==> src/rtl/vga_pkg.sv <==
// Image geometry and frame-marker constants shared by the UART loader,
// the image RAM and the rectangle drawer.
package vga_pkg;
  localparam int unsigned IMG_ADDR_W = 12;
  localparam int unsigned IMG_PIX    = 4096;
  localparam logic [7:0]  SYNC_BYTE  = 8'hA5;
endpackage

==> src/rtl/byte_timeout.sv <==
// Inter-byte idle counter: flags expiry after CYCLES clocks without a kick.
module byte_timeout #(
  parameter int unsigned CYCLES = 1_000_000
) (
  input  logic clk,
  input  logic rst,
  input  logic enable,
  input  logic kick,
  output logic expired
);
  localparam int unsigned W = (CYCLES > 1) ? $clog2(CYCLES) : 1;

  logic [W-1:0] cnt;

  always_ff @(posedge clk) begin
    if (rst || !enable || kick) cnt <= '0;
    else                        cnt <= cnt + 1'b1;
  end

  // An arriving byte always beats expiry in the same cycle.
  assign expired = enable && !kick && (cnt == W'(CYCLES - 1));
endmodule

==> src/rtl/uart_image_loader.sv <==
// Loads a 64x64 12-bit image from a UART byte stream: SYNC_BYTE, then
// two bytes per pixel (hi = R nibble, lo = G,B), row-major into image RAM.
module uart_image_loader
  import vga_pkg::*;
#(
  parameter int unsigned TIMEOUT_CYCLES = 1_000_000,
  parameter logic [7:0]  SYNC_BYTE      = vga_pkg::SYNC_BYTE
) (
  input  logic                  clk,
  input  logic                  rst,
  input  logic [7:0]            rx_data,
  input  logic                  rx_valid,
  output logic                  wr_en,
  output logic [IMG_ADDR_W-1:0] wr_addr,
  output logic [11:0]           wr_data,
  output logic                  busy,
  output logic                  done,
  output logic                  err
);
  typedef enum logic [1:0] {IDLE, WAIT_HI, WAIT_LO} state_t;

  state_t                state, next_state;
  logic [IMG_ADDR_W-1:0] pix_cnt;
  logic [3:0]            r_lat;
  logic                  expired;
  logic                  sync_hit, hi_take, pix_wr, last_pix;

  assign sync_hit = (state == IDLE) && rx_valid && (rx_data == SYNC_BYTE);
  assign hi_take  = (state == WAIT_HI) && rx_valid;
  assign pix_wr   = (state == WAIT_LO) && rx_valid;
  assign last_pix = pix_wr && (pix_cnt == IMG_ADDR_W'(IMG_PIX - 1));

  byte_timeout #(.CYCLES(TIMEOUT_CYCLES)) u_timeout (
    .clk     (clk),
    .rst     (rst),
    .enable  (state != IDLE),
    .kick    (rx_valid),
    .expired (expired)
  );

  always_ff @(posedge clk) begin
    if (rst) state <= IDLE;
    else     state <= next_state;
  end

  always_comb begin
    next_state = state;
    case (state)
      IDLE:    if (sync_hit) next_state = WAIT_HI;
      WAIT_HI: if (rx_valid) next_state = WAIT_LO;
               else if (expired) next_state = IDLE;
      WAIT_LO: if (last_pix) next_state = IDLE;
               else if (rx_valid) next_state = WAIT_HI;
               else if (expired) next_state = IDLE;
      default: next_state = IDLE;
    endcase
  end

  // busy falls on the same edge that raises the final wr_en/done.
  always_comb begin
    busy = (state != IDLE);
  end

  always_ff @(posedge clk) begin
    if (rst) begin
      wr_en   <= 1'b0;
      wr_addr <= '0;
      wr_data <= '0;
      done    <= 1'b0;
      err     <= 1'b0;
      pix_cnt <= '0;
      r_lat   <= '0;
    end else begin
      wr_en <= pix_wr;
      done  <= last_pix;
      if (hi_take) r_lat <= rx_data[3:0];
      if (pix_wr) begin
        wr_addr <= pix_cnt;
        wr_data <= {r_lat, rx_data};
        pix_cnt <= pix_cnt + 1'b1;
      end
      if (sync_hit) begin
        pix_cnt <= '0;
        err     <= 1'b0;
      end else if (expired) begin
        err   <= 1'b1;
        r_lat <= '0;
      end
    end
  end
endmodule

==> config.mk <==
export PLATFORM = sky130hd
export DESIGN_NAME = uart_image_loader
export DESIGN_NICKNAME = d
export VERILOG_FILES = /design/src/rtl/vga_pkg.sv /design/src/rtl/byte_timeout.sv /design/src/rtl/uart_image_loader.sv
export SDC_FILE = /design/constraint.sdc
export NUM_CORES = 1
export LEC_CHECK = 0
export CORE_ASPECT_RATIO = 1.75
export CORE_MARGIN = 8
export CORE_UTILIZATION = 40
export CTS_BUF_LIST = sky130_fd_sc_hd__clkbuf_4 sky130_fd_sc_hd__clkbuf_8
export DETAILED_ROUTE_END_ITERATION = 10
export PLACE_DENSITY_LB_ADDON = 0.2
export SYNTH_ARGS = -nofsm -noshare
export SYNTH_HDL_FRONTEND = slang
export SYNTH_SLANG_ARGS = --single-unit
==> constraint.sdc <==
create_clock -name clk -period 2.5 [get_ports clk]
set_input_delay 0.25 -clock clk [delete_from_list [all_inputs] [get_ports clk]]
set_output_delay 0.25 -clock clk [all_outputs]
set_load 0.02 [all_outputs]
==> qor.yml <==
status: "completed"
min_path_type: "flop to flop"
syn_inst: 313
diodes: 0
clock_latency_ns: 0.34
clk_pin_slew_ns: 0.07
fillers: 632
synth_cell_type_count: 38
drv_cap: 0
cts_root_buf: "clkbuf_8"
critical_path.cell_chain: "ha_1 > nand2_1 > or4_4 > nor4_4 > o21ba_2"
cts.sinks: 65
final.period_utilization_pct: 82.0
reg2reg_to: "err"
final_nets: 366
cpMaxStageDelayCell: "or4_4"
core-area_mm2: 0.00649
dpl_cell_area_mm2: 0.00312
drc_errors: 0
dr.pass1.iters: 4
path_class: "flop to flop"
die-width_um: 77.6
clock_path_buffers: 2
via_count: 2253
row_count: 39
cts-hold-fix-buffers: 0
tns_ns: 0
cpPeakStageDelay_ns: 0.59
avgSynthCellArea_um2: 8.49
drt_wl_total_mm: 6.12
postCtsSetupBuffers: 0
cp-end-kind: "flop"
cp-start-kind: "flop"
routabilityCongestion: 0.829
arrival_ns: 2.33
fmax_mhz: 488
grt_max_degree: 35
rsz0062_at_grt: "false"
clock_skew_ns: 0.00573
syn_nets: 326
hold_viol: 0
drive_gt1_share_pct: 7.28
cts_tree: "built"
total_power_mw: 1.85
p_per_area_mw_per_mm2: 562
die_y_um: 124
synth_area_mm2: 0.00266
period_needed_ns: 2.05
ir_drop_v: 0.000271
io_pins: 39
antenna_found_initial: 0
yosys_warnings: 0
max_slew_margin_pct: 60.6
r2r-start: "u_timeout.cnt[0]"
path_max_fanout: 6
cts.htree.levels: 3
ant_nets: 0
port_buffers: 38
syn_to_final_growth_pct: 23.8
rrSetupSlack_ns: 0.45
drt-wirelength-per-cell_um: 13.9
crit_end: "err"
crit_required_ns: 2.78
ys_seq_area_share_pct: 49.0
dpl.hpwl_mm: 4.56
grt_usage_pct: 13.5
crit_start: "u_timeout.cnt[0]"
grt_pass1_wl_mm: 10.4
finalSetupViolCount: 0
worst_pin_slew_ns: 0.589
ys_seq_elements: 65
overflow: 0
drv_slew: 0
grt_pass1_vias: 2261
drt_iter0_drc: 115
die_area_mm2: 0.00961
drt-vias-per-instance: 5.13
p_leak_nw: 1.03
postCtsResizedCells: 0
cts_inserted_buffers: 9
final_cell_area_mm2: 0.00329
worstRegToRegCells: 5
initial_utilization_pct: 40.9
[per-stage QoR]
step | worst slack (ns) | utilization (%) | cells | hold WS, ns
after floorplan | 0.748 | - | 313 | 0.386
after global placement | 0.352 | 48.1 | 424 | 0.441
after detailed placement | 0.306 | 48.1 | 424 | 0.446
after CTS | 0.450 | 50.7 | 439 | 0.456
after global routing | 0.329 | 50.7 | 439 | 0.476
final | 0.451 | 50.7 | 439 | 0.452
[cell usage in the layout (no fill, tap or decap), types with 2 or more instances in the layout]
cell,instances
a21oi_1,30
and3_1,2
buf_4,6
clkbuf_4,2
clkbuf_8,10
clkdlybuf4s50_1,38
clkinv_2,2
dfxtp_1,65
ha_1,2
inv_1,9
mux2i_1,4
nand2_1,62
nand3_1,10
nand3b_1,2
nand4_1,6
nor2_1,28
nor3_1,12
nor4_1,10
o211ai_1,2
o21ai_0,3
o31ai_1,3
or3_1,6
or4_1,6
xnor2_1,16
xor2_1,6
[cell families after synthesis]
group                      share of synthesized area, %
muxes                                              1.51
DFF                                                49.0
xor gates and xnor gates                           7.25
and+or+nand+nor                                    29.0
buffers and inverters                              3.72
adders and majority gates                         0.942
AOI/OAI and AO/OA                                  8.62
[cell usage after synthesis]
| master | count | area share [%] |
|---|---|---|
| a21o_1 | 1 | 0.28 |
| a21oi_1 | 30 | 5.7 |
| and2_1 | 1 | 0.24 |
| and3_1 | 2 | 0.47 |
| and3b_1 | 1 | 0.33 |
| and4_1 | 1 | 0.33 |
| buf_1 | 3 | 0.42 |
| buf_2 | 1 | 0.19 |
| buf_6 | 1 | 0.42 |
| clkbuf_1 | 10 | 1.4 |
| dfxtp_1 | 65 | 49 |
| ha_1 | 2 | 0.94 |
| inv_1 | 9 | 1.3 |
| mux2i_1 | 4 | 1.5 |
| nand2_1 | 62 | 8.8 |
| nand3_1 | 10 | 1.9 |
| nand3_2 | 1 | 0.38 |
| nand3b_1 | 2 | 0.57 |
| nand4_1 | 6 | 1.4 |
| nand4b_1 | 1 | 0.33 |
| nor2_1 | 28 | 4.0 |
| nor2b_1 | 1 | 0.24 |
| nor3_1 | 12 | 2.3 |
| nor4_1 | 10 | 2.4 |
| nor4_4 | 1 | 0.80 |
| nor4bb_1 | 1 | 0.38 |
| o211ai_1 | 2 | 0.57 |
| o21ai_0 | 3 | 0.57 |
| o21ba_2 | 1 | 0.38 |
| o31ai_1 | 3 | 0.85 |
| o32ai_1 | 1 | 0.33 |
| or3_1 | 6 | 1.4 |
| or3_4 | 1 | 0.42 |
| or3b_1 | 1 | 0.33 |
| or4_1 | 6 | 1.7 |
| or4_4 | 1 | 0.42 |
| xnor2_1 | 16 | 5.3 |
| xor2_1 | 6 | 2.0 |
[worst max-delay path, delay by kind of cell (launching register included)]
kind	cells	cell delay [ns]
fa+ha+maj	1	0.28
compound gates	1	0.17
flops	1	0.40
simple gates	3	1.14
[layer usage]
| metal | global-route usage, % | up-vias | part of all wire, % |
|---|---|---|---|
| li1 | - | 1155 | - |
| met1 | 13.3 | 1042 | 39 |
| met2 | 25.2 | 43 | 55 |
| met3 | 3.54 | 13 | 4.4 |
| met4 | 7.01 | 0 | 1.9 |
| met5 | 0 | - | 0 |
[state kept, by name, indices dropped and copies added (netlist names)]
signal         count
done               1
wr_data           12
wr_en              1
err                1
wr_addr           12
r_lat              4
pix_cnt           12
u_timeout.cnt     20
state              2
[report_power, final]
part	total (mW)	internal (mW)	switching [mW]
combinational	0.0390	0.0177	0.0213
sequential	1.04	1.04	0.000253
clock	0.775	0.400	0.375
[how the worst min path moves through the flow]
stage	startpoint	end	depth (start not counted)
final	wr_addr[4]	wr_addr[4]	2
after global routing	wr_addr[11]	wr_addr[11]	2
after CTS	wr_addr[4]	wr_addr[4]	2
after detailed placement	wr_addr[4]	wr_addr[4]	2
after global placement	wr_addr[6]	wr_addr[6]	2
after floorplan	rx_data[0]	wr_data[0]	2
[final cells by class]
class / count / area (µm²) / area share [%]
Clock inverter: 3 / 17.5 / 0.533
Tap cell: 82 / 103 / 3.12
Sequential cell: 65 / 1300 / 39.6
Timing Repair Buffer: 44 / 425 / 12.9
Inverter: 9 / 33.8 / 1.03
Clock buffer: 12 / 153 / 4.64
Multi-Input combinational cell: 224 / 1260 / 38.2
(Power assumes the default switching activity.)
